<file path="src/rtl/ethernet_tx_frame_arbiter.sv">
// ethernet_tx_frame_arbiter: round-robin whole-frame arbiter of two AXI-Stream sources onto the Ethernet TX stream.
// Optional frame/truncation counters are enabled with ETH_TX_ARB_STATS_EN.
module ethernet_tx_frame_arbiter #(
   parameter int MAX_BEATS = 190,
   parameter int IDLE_GAP  = 1
) (
   input  logic        i_ethernet_controller_clk,
   input  logic        i_reset_n,
   input  logic        i_s0_tvalid,
   output logic        o_s0_tready,
   input  logic [63:0] i_s0_tdata,
   input  logic [7:0]  i_s0_tkeep,
   input  logic        i_s0_tlast,
   input  logic        i_s1_tvalid,
   output logic        o_s1_tready,
   input  logic [63:0] i_s1_tdata,
   input  logic [7:0]  i_s1_tkeep,
   input  logic        i_s1_tlast,
   output logic        o_m_tvalid,
   input  logic        i_m_tready,
   output logic [63:0] o_m_tdata,
   output logic [7:0]  o_m_tkeep,
   output logic        o_m_tlast,
   output logic        o_m_tuser,
   output logic [1:0]  o_grant,
   output logic        o_busy,
   output logic [15:0] o_frames0,
   output logic [15:0] o_frames1,
   output logic [7:0]  o_trunc_count
);
   typedef enum logic [1:0] {IDLE, BURST, DRAIN, GAP} state_t;
   localparam int CW = $clog2(MAX_BEATS + 1);
   localparam state_t S_END = (IDLE_GAP > 0) ? GAP : IDLE;

   state_t      r_state, w_next;
   logic [1:0]  r_grant, w_pick;
   logic        r_last;
   logic [CW-1:0] r_cnt;
   logic [7:0]  r_gap;
   logic        r_m_tvalid, r_m_tlast, r_m_tuser;
   logic [63:0] r_m_tdata;
   logic [7:0]  r_m_tkeep;
   logic        w_ld, w_rdy, w_accept, w_load, w_limit, w_end, w_trunc, w_s_last;
   logic [63:0] w_s_data;
   logic [7:0]  w_s_keep;

   always_comb begin
      w_ld     = !r_m_tvalid || i_m_tready;
      w_rdy    = (r_state == DRAIN) || (r_state == BURST && w_ld);
      w_accept = w_rdy && (r_grant[0] ? i_s0_tvalid : (r_grant[1] && i_s1_tvalid));
      w_load   = w_accept && r_state == BURST;
      w_s_last = r_grant[1] ? i_s1_tlast : i_s0_tlast;
      w_s_data = r_grant[1] ? i_s1_tdata : i_s0_tdata;
      w_s_keep = r_grant[1] ? i_s1_tkeep : i_s0_tkeep;
      w_limit  = r_cnt == CW'(MAX_BEATS - 1);
      w_end    = w_accept && w_s_last;
      w_trunc  = w_load && !w_s_last && w_limit;
      // r_last==1 means source 1 was served last, so source 0 takes a tie
      w_pick   = (i_s0_tvalid && (!i_s1_tvalid || r_last)) ? 2'b01 : (i_s1_tvalid ? 2'b10 : 2'b00);
      w_next   = r_state;
      case (r_state)
         IDLE:  if (|w_pick) w_next = BURST;
         BURST: w_next = w_end ? S_END : (w_trunc ? DRAIN : BURST);
         DRAIN: if (w_end) w_next = S_END;
         GAP:   if (r_gap == 8'(IDLE_GAP - 1)) w_next = IDLE;
         default: w_next = IDLE;
      endcase
   end

   always_ff @(posedge i_ethernet_controller_clk or negedge i_reset_n) begin
      if (!i_reset_n) begin
         r_state    <= IDLE;
         r_grant    <= '0;
         r_last     <= 1'b1;
         r_cnt      <= '0;
         r_gap      <= '0;
         r_m_tvalid <= 1'b0;
         r_m_tdata  <= '0;
         r_m_tkeep  <= '0;
         r_m_tlast  <= 1'b0;
         r_m_tuser  <= 1'b0;
      end else begin
         r_state <= w_next;
         if (r_state == IDLE) r_grant <= w_pick;
         else if (w_end) r_grant <= '0;
         if (w_end) r_last <= r_grant[1];
         r_cnt <= (w_end || w_trunc) ? '0 : (w_load ? r_cnt + CW'(1) : r_cnt);
         r_gap <= (r_state == GAP) ? r_gap + 8'd1 : 8'd0;
         if (w_ld) r_m_tvalid <= w_load;
         if (w_load) begin
            r_m_tdata <= w_s_data;
            r_m_tkeep <= w_s_keep;
            r_m_tlast <= w_s_last || w_limit;
            r_m_tuser <= w_trunc;
         end
      end
   end

   assign o_s0_tready = r_grant[0] && w_rdy;
   assign o_s1_tready = r_grant[1] && w_rdy;
   assign o_m_tvalid  = r_m_tvalid;
   assign o_m_tdata   = r_m_tdata;
   assign o_m_tkeep   = r_m_tkeep;
   assign o_m_tlast   = r_m_tlast;
   assign o_m_tuser   = r_m_tuser;
   assign o_grant     = r_grant;
   assign o_busy      = r_state != IDLE;

`ifdef ETH_TX_ARB_STATS_EN
   logic [15:0] r_frames0, r_frames1;
   logic [7:0]  r_trunc;
   always_ff @(posedge i_ethernet_controller_clk or negedge i_reset_n) begin
      if (!i_reset_n) begin
         r_frames0 <= '0;
         r_frames1 <= '0;
         r_trunc   <= '0;
      end else begin
         if (w_end && r_grant[0]) r_frames0 <= r_frames0 + 16'd1;
         if (w_end && r_grant[1]) r_frames1 <= r_frames1 + 16'd1;
         if (w_trunc && r_trunc != 8'hFF) r_trunc <= r_trunc + 8'd1;
      end
   end
   assign o_frames0     = r_frames0;
   assign o_frames1     = r_frames1;
   assign o_trunc_count = r_trunc;
`else
   assign o_frames0     = '0;
   assign o_frames1     = '0;
   assign o_trunc_count = '0;
`endif
endmodule

</file>
<file path="config.mk">
export PLATFORM = sky130hd
export DESIGN_NAME = ethernet_tx_frame_arbiter
export DESIGN_NICKNAME = d
export VERILOG_FILES = /design/src/rtl/ethernet_tx_frame_arbiter.sv
export SDC_FILE = /design/constraint.sdc
export NUM_CORES = 1
export LEC_CHECK = 0
export ABC_CLOCK_PERIOD_IN_PS = 5500
export CELL_PAD_IN_SITES_DETAIL_PLACEMENT = 0
export CELL_PAD_IN_SITES_GLOBAL_PLACEMENT = 2
export CORE_ASPECT_RATIO = 0.5
export CORE_MARGIN = 1.5
export CORE_UTILIZATION = 23
export CTS_CLUSTER_DIAMETER = 150
export DETAILED_ROUTE_END_ITERATION = 10
export PLACE_DENSITY_LB_ADDON = 0.25
export SLEW_MARGIN = 20
export SYNTH_ARGS = -nofsm -noshare
export SYNTH_HDL_FRONTEND = slang
export SYNTH_SLANG_ARGS = --single-unit
</file>
<file path="constraint.sdc">
create_clock -name i_ethernet_controller_clk -period 5.5 [get_ports i_ethernet_controller_clk]
set_input_delay 0.825 -clock i_ethernet_controller_clk [delete_from_list [all_inputs] [get_ports i_ethernet_controller_clk]]
set_output_delay 0.825 -clock i_ethernet_controller_clk [all_outputs]
set_load 0.02 [all_outputs]
</file>
* Word-level counts from Yosys, hierarchy flattened
Index checks and enable logic that the tools add are counted.
** Word-level totals
- Register bits after elaboration :: 96
- Word-level logic and storage cells :: 61
- Input port bits :: 151
- Output and inout bits :: 120
** Operators by class
- Equality and inequality tests :: 7
- Add/sub/neg operators :: 2
- Muxes and demuxes :: 17
- Reductions and logical operators :: 25
** Operator list (number)
- $mux W64 :: 1
- $mux W8 :: 4
- $mux W2 :: 9
- $add A8 B1 Y8 const B :: 2
- $logic_and A1 B1 Y1 :: 10
- $eq A8 B8 Y1 const B :: 1
- $logic_not A8 Y1 :: 1
- $pmux W2 S4 :: 1
- $ne A2 B2 Y1 const B :: 3
- $reduce_bool A2 Y1 :: 3
- $logic_or A1 B1 Y1 :: 5
- $eq A2 B2 Y1 const B :: 2
- $logic_not A1 Y1 :: 3
- $reduce_and A3 Y1 :: 1
- $eq A2 B1 Y1 const B :: 1
- $logic_not A2 Y1 :: 1
- $mux W1 :: 2
- $reduce_or A2 Y1 :: 1

* Longest topological paths before layout
- Depth in word-level cells :: 11
- Gate-level depth with buffers :: 8

* Worst setup path after synthesis
OpenSTA, ideal clock, no wires.
- Path kind :: flip-flop to output port
- Start :: reg r_grant[1], in the netlist o_grant[1]
- End :: out o_s1_tready
- Stages on the path, launching flop included :: 5
- Arrival :: 1.535 ns
- Path buffers :: 3
- Path slack :: 3.140 ns
- Cell sequence :: dfrtp_1 -> buf_4 -> buf_2 -> buf_1 -> and2_1
** Between the ends
- Cells in the longest elaborated chain, start to end :: 1
** Ends and longest elaborated chain
- start: declaration :: line 36 : logic [1:0] r_grant, w_pick;
- start signal: assignment :: line 84 : if (r_state == IDLE) r_grant <= w_pick;
- $logic_and A1 B1 Y1 :: line 100 : assign o_s1_tready = r_grant[1] && w_rdy;
- end: declaration :: line 15 : output logic o_s1_tready,
No other way between the ends.

* Worst setup path after layout
- Start :: in i_m_tready
- End :: out o_s1_tready
** Between the ends
- Cells in the longest elaborated chain, start to end :: 4
** Ends and longest elaborated chain
- start: declaration :: line 20 : input logic i_m_tready,
- $logic_or A1 B1 Y1 :: line 48 : w_ld = !r_m_tvalid || i_m_tready;
- $logic_and A1 B1 Y1 :: line 49 : w_rdy = (r_state == DRAIN) || (r_state == BURST && w_ld);
- $logic_or A1 B1 Y1 :: line 49
- $logic_and A1 B1 Y1 :: line 100
No other way between the ends.

==> summary.md <==
| Metric | Value |
|---|---|
| Number of max-capacitance violations reported | `0` |
| Cell with the largest stage delay on the worst path | `clkdlybuf4s50_1` |
| Synthesized instance count | `486` |
| Total setup buffers inserted after CTS | `0` |
| Latest clock arrival within the worst-skew pair | `340 ps` |
| Slew at the pin with the worst max-slew slack | `roughly 750 ps` |
| Number of placement rows | `37` |
| Chain of cells forming the critical path | `clkdlybuf4s50_1 -> nor2b_1 -> o21ai_0 -> and2_1 -> clkdlybuf4s50_1` |
| Inserted Clock Buffers | `9` |
| Synth Warn # | `0` |
| Die span in x | `between 200 and 250 um` |
| Chip height | `106 um` |
| Number of antenna violations at the first check in global routing | `0` |
| Post-cts hold buffer count | `0` |
| Class of the tightest hold or removal check | `reg2reg` |
| Max clock buf depth | `2` |
| Fraction of synthesized cell area taken by the top area cell type | `48.8%` |
| Number of vias per cell | `a little over 4` |
| Clock tree from TritonCTS | `yes` |
| Number of pins exceeding their max-slew limit in the final report | `0` |
| Final WS setup | `roughly 2000 ps` |
| Cell count of the worst reg-to-reg path | `4` |
| Dpl ws | `approximately 1900 ps` |
| Port Buffers | `230` |
| Delay-heaviest family, CP | `buffers and inverters` |
| Unrepaired setup endpoints after global routing | `no` |
| Hold Fails Final Rpt | `0` |
| Final setup TNS | `0 ps` |
| Time the worst path needs with I/O delays and setup | `3540 ps` |
| DR iter-0 viols | `116` |
| Global router's overall resource usage | `approximately 12%` |
| Worst path required time | `approximately 4700 ps` |
| Capturing element type of the critical path | `output port` |
| Pin count of the biggest net entering global routing | `87` |
| Final hold slack | `476 ps` |
| Count of cell instances traversed by the critical path | `5` |
| Launch point of the worst hold path | `o_m_tkeep[0]` |
| I/O pin count | `about 270` |
| Worst EP arrival | `2710 ps` |
| Post-CTS sizing | `0` |
| Number of vias after detailed routing | `3992` |
| Summed instance area of the synthesized netlist | `about 4900 um^2` |
| Max-Slew Margin vs Limit | `50.3%` |
| Clock net sink count | `96` |
| Wirelength, routed | `between 10 and 15 mm` |
| Type of origin of the critical path | `input pin` |
| Post-Syn Area per Cell | `10.0 um^2` |
| Detailed-route wire length per cell | `13.8 um` |
| Destination of the worst hold path | `o_m_tkeep[0]` |
| Placed wire-length estimate after detailed placement | `10.2 mm` |
| Outcome | `finished clean` |
| Power per cell area | `492 nW/um^2` |
| Maximum clock skew at final layout | `7.75 ps` |
| Top cells by area, synth | `dfrtp_1 (49%), mux2i_1 (15%), o21ai_0 (8.0%)` |
| Leakage | `3.27 nW` |
| Detailed-routing iteration count for the pre-antenna-repair pass | `4` |
| Area of the core region | `20600 um^2` |
| Cell area after layout | `~7600 um^2` |
| Initial Utilization | `a little under a quarter` |
| Bufs and invs on worst path | `2` |
| Setup slack on the worst flop-to-flop path | `2890 ps` |
| Number of nets in the layout | `between 800 and 900` |
| First-pass GRT wire length | `21.3 mm` |
| Worst voltage drop across the vdd grid | `0.192 mV` |
| Vias in the first global route | `3840` |
| Clock Pin Slew Worst Setup and Hold Paths | `about 60 ps` |
| CP Class | `in2out` |
| Worst reg2reg startpoint | `o_grant[1]` |
| Worst hold path depth | `2` |
| Peak per-stage delay on the critical path | `around 530 ps` |
| Setup-violating endpoint count in the final report | `0` |
| Total congestion overflow after global routing | `0` |
| Share of cells above drive strength 1 | `under 10%` |
| Post-route ant nets | `0` |
| Fraction of the cycle the final worst path needs | `64.3%` |
| Achievable clock frequency | `283 MHz` |
| Distinct cell type count of the synthesized netlist | `44` |
| Number of synthesized register bits | `96` |
| Reg-to-Reg End | `r_cnt[4]` |
| Total Die Area | `around 22000 um^2` |
| ANT cells | `0` |
| DRC Markers | `0` |
| Root cell of the clock tree | `clkbuf_16` |
| Area after DPL | `between 7000 and 8000 um^2` |
| Last weighted congestion value of the routability-driven placer | `0.708` |
| Sequential share of the synthesized area | `49.3%` |
| Area Overhead vs Synth | `56.3%` |
| Most frequent cell on the critical path | `clkdlybuf4s50_1` |
| Cell taking the most area after synthesis | `dfrtp_1` |
| Highest fanout seen on the critical path | `5` |
| Design Power | `roughly 3.7 mW` |
| H-tree level count | `3` |
metrics by stage:
| stage | cells | utilization (%) |
|---|---|---|
| 3_3_place_gp | 964 | 35.2 |
| 4_1_cts | 980 | 36.9 |
| 5_1_grt | 980 | 36.9 |
| 2_1_floorplan | 525 | - |
| 3_5_place_dp | 964 | 35.2 |
| 6_report | 980 | 36.9 |
routing by layer:
| metal | wire length, um | GRT usage (%) | vias up |
|---|---|---|---|
| met5 | 0 | 0 | - |
| met4 | 68 | 2.02 | 0 |
| met3 | 506 | 3.25 | 4 |
| met2 | 7240 | 22.3 | 78 |
| met1 | 5710 | 14.9 | 1890 |
| li1 | - | - | 2020 |
area by class of cell:
cell class / instances / area [um^2]
clock buffers: 13 / 250
clock inverters: 3 / 90.1
multi-input cells: 355 / 2170
well taps: 273 / 342
fillers: 2116 / 13000
repair buffers: 233 / 2320
flip-flops and latches: 96 / 2410
inverters: 7 / 26.3
state kept, by name, indices dropped and copies added (netlist names), named ones only:
signal and count:
r_last 1, r_gap 8, o_m_tkeep 8, o_m_tuser 1, r_state 1, o_m_tlast 1, r_cnt 8, o_m_tdata 64
o_m_tvalid 1, o_grant 2
synthesized netlist by cell type:
| cell type | number |
|---|---|
| dfrtp_1 | 95 |
| nand2_1 | 87 |
| o21ai_0 | 78 |
| mux2i_1 | 73 |
| buf_4 | 41 |
| clkbuf_1 | 20 |
| nor2_1 | 10 |
| inv_1 | 7 |
| a22oi_1 | 5 |
| nand3_1 | 5 |
| and2_1 | 4 |
| and3_1 | 4 |
| ha_1 | 4 |
| nand2b_1 | 4 |
| xnor2_1 | 4 |
| xor2_1 | 4 |
| a21oi_1 | 3 |
| buf_1 | 3 |
| o31ai_1 | 3 |
| or4_1 | 3 |
| buf_6 | 2 |
| mux2_2 | 2 |
| nand4_1 | 2 |
| o22ai_1 | 2 |
| or4b_2 | 2 |
| a2111oi_2 | 1 |
| a211o_1 | 1 |
| a211oi_1 | 1 |
| a21boi_0 | 1 |
| a221oi_1 | 1 |
| a22o_2 | 1 |
| buf_2 | 1 |
| conb_1 | 1 |
| dfstp_2 | 1 |
| nand3b_4 | 1 |
| nor2b_1 | 1 |
| nor4_1 | 1 |
| o211ai_1 | 1 |
| o21ai_1 | 1 |
| o221a_2 | 1 |
| o2bb2a_1 | 1 |
| o32ai_1 | 1 |
| or2_2 | 1 |
| or3_1 | 1 |
tightest hold or removal path: cells and delay by family (launching register included):
family | cells | cell delay [ps]
flops | 1 | 340
simple gates | 1 | 50
compound gates | 1 | 60
kinds of logic (layout without fill, tap and decap cells):
logic type,after synthesis,after routing,share of synthesized area (%)
flip-flops,96,96,49.3
buffers and inverters,74,256,9.20
XOR/XNOR,8,8,1.44
adder cells (fa/ha/maj),4,4,1.03
multiplexers,75,75,15.5
other,1,40,0.0770
AND/OR/NAND/NOR,126,126,11.6
AO/OA/AOI/OAI,102,102,11.9
power breakdown:
| part | switching, mW | internal [mW] | leakage (nW) | total, mW |
|---|---|---|---|---|
| combinational | 0.946 | 0.850 | 1.88 | 1.80 |
| sequential | 0.227 | 0.998 | 1.22 | 1.23 |
| clock | 0.269 | 0.458 | 0.164 | 0.727 |
worst max path at each step:
| stage | start | end |
|---|---|---|
| floorplan | o_grant[1] | o_s1_tready |
| global placement | i_m_tready | o_s0_tready |
| detailed placement | i_m_tready | o_s1_tready |
| CTS | i_m_tready | o_s1_tready |
| global route | i_m_tready | o_s1_tready |
| finish | i_m_tready | o_s1_tready |
placed cells by master (no fill, tap or decap), drive strengths merged, types with 2 or more instances in the layout:
master	Yosys	layout
clkdlybuf4s50	0	229
mux2	2	2
dfrtp	95	95
nor2	10	10
bufinv	0	3
conb	1	40
nand4	2	2
o31ai	3	3
mux2i	73	73
ha	4	4
buf	47	4
nand2	87	87
o22ai	2	2
nand3	5	5
inv	7	7
a21oi	3	3
o21ai	79	79
and3	4	4
and2	4	4
or4	3	3
xnor2	4	4
a22oi	5	5
nand2b	4	4
xor2	4	4
or4b	2	2
clkbuf	20	13
Power figures use the tool's default switching activity.
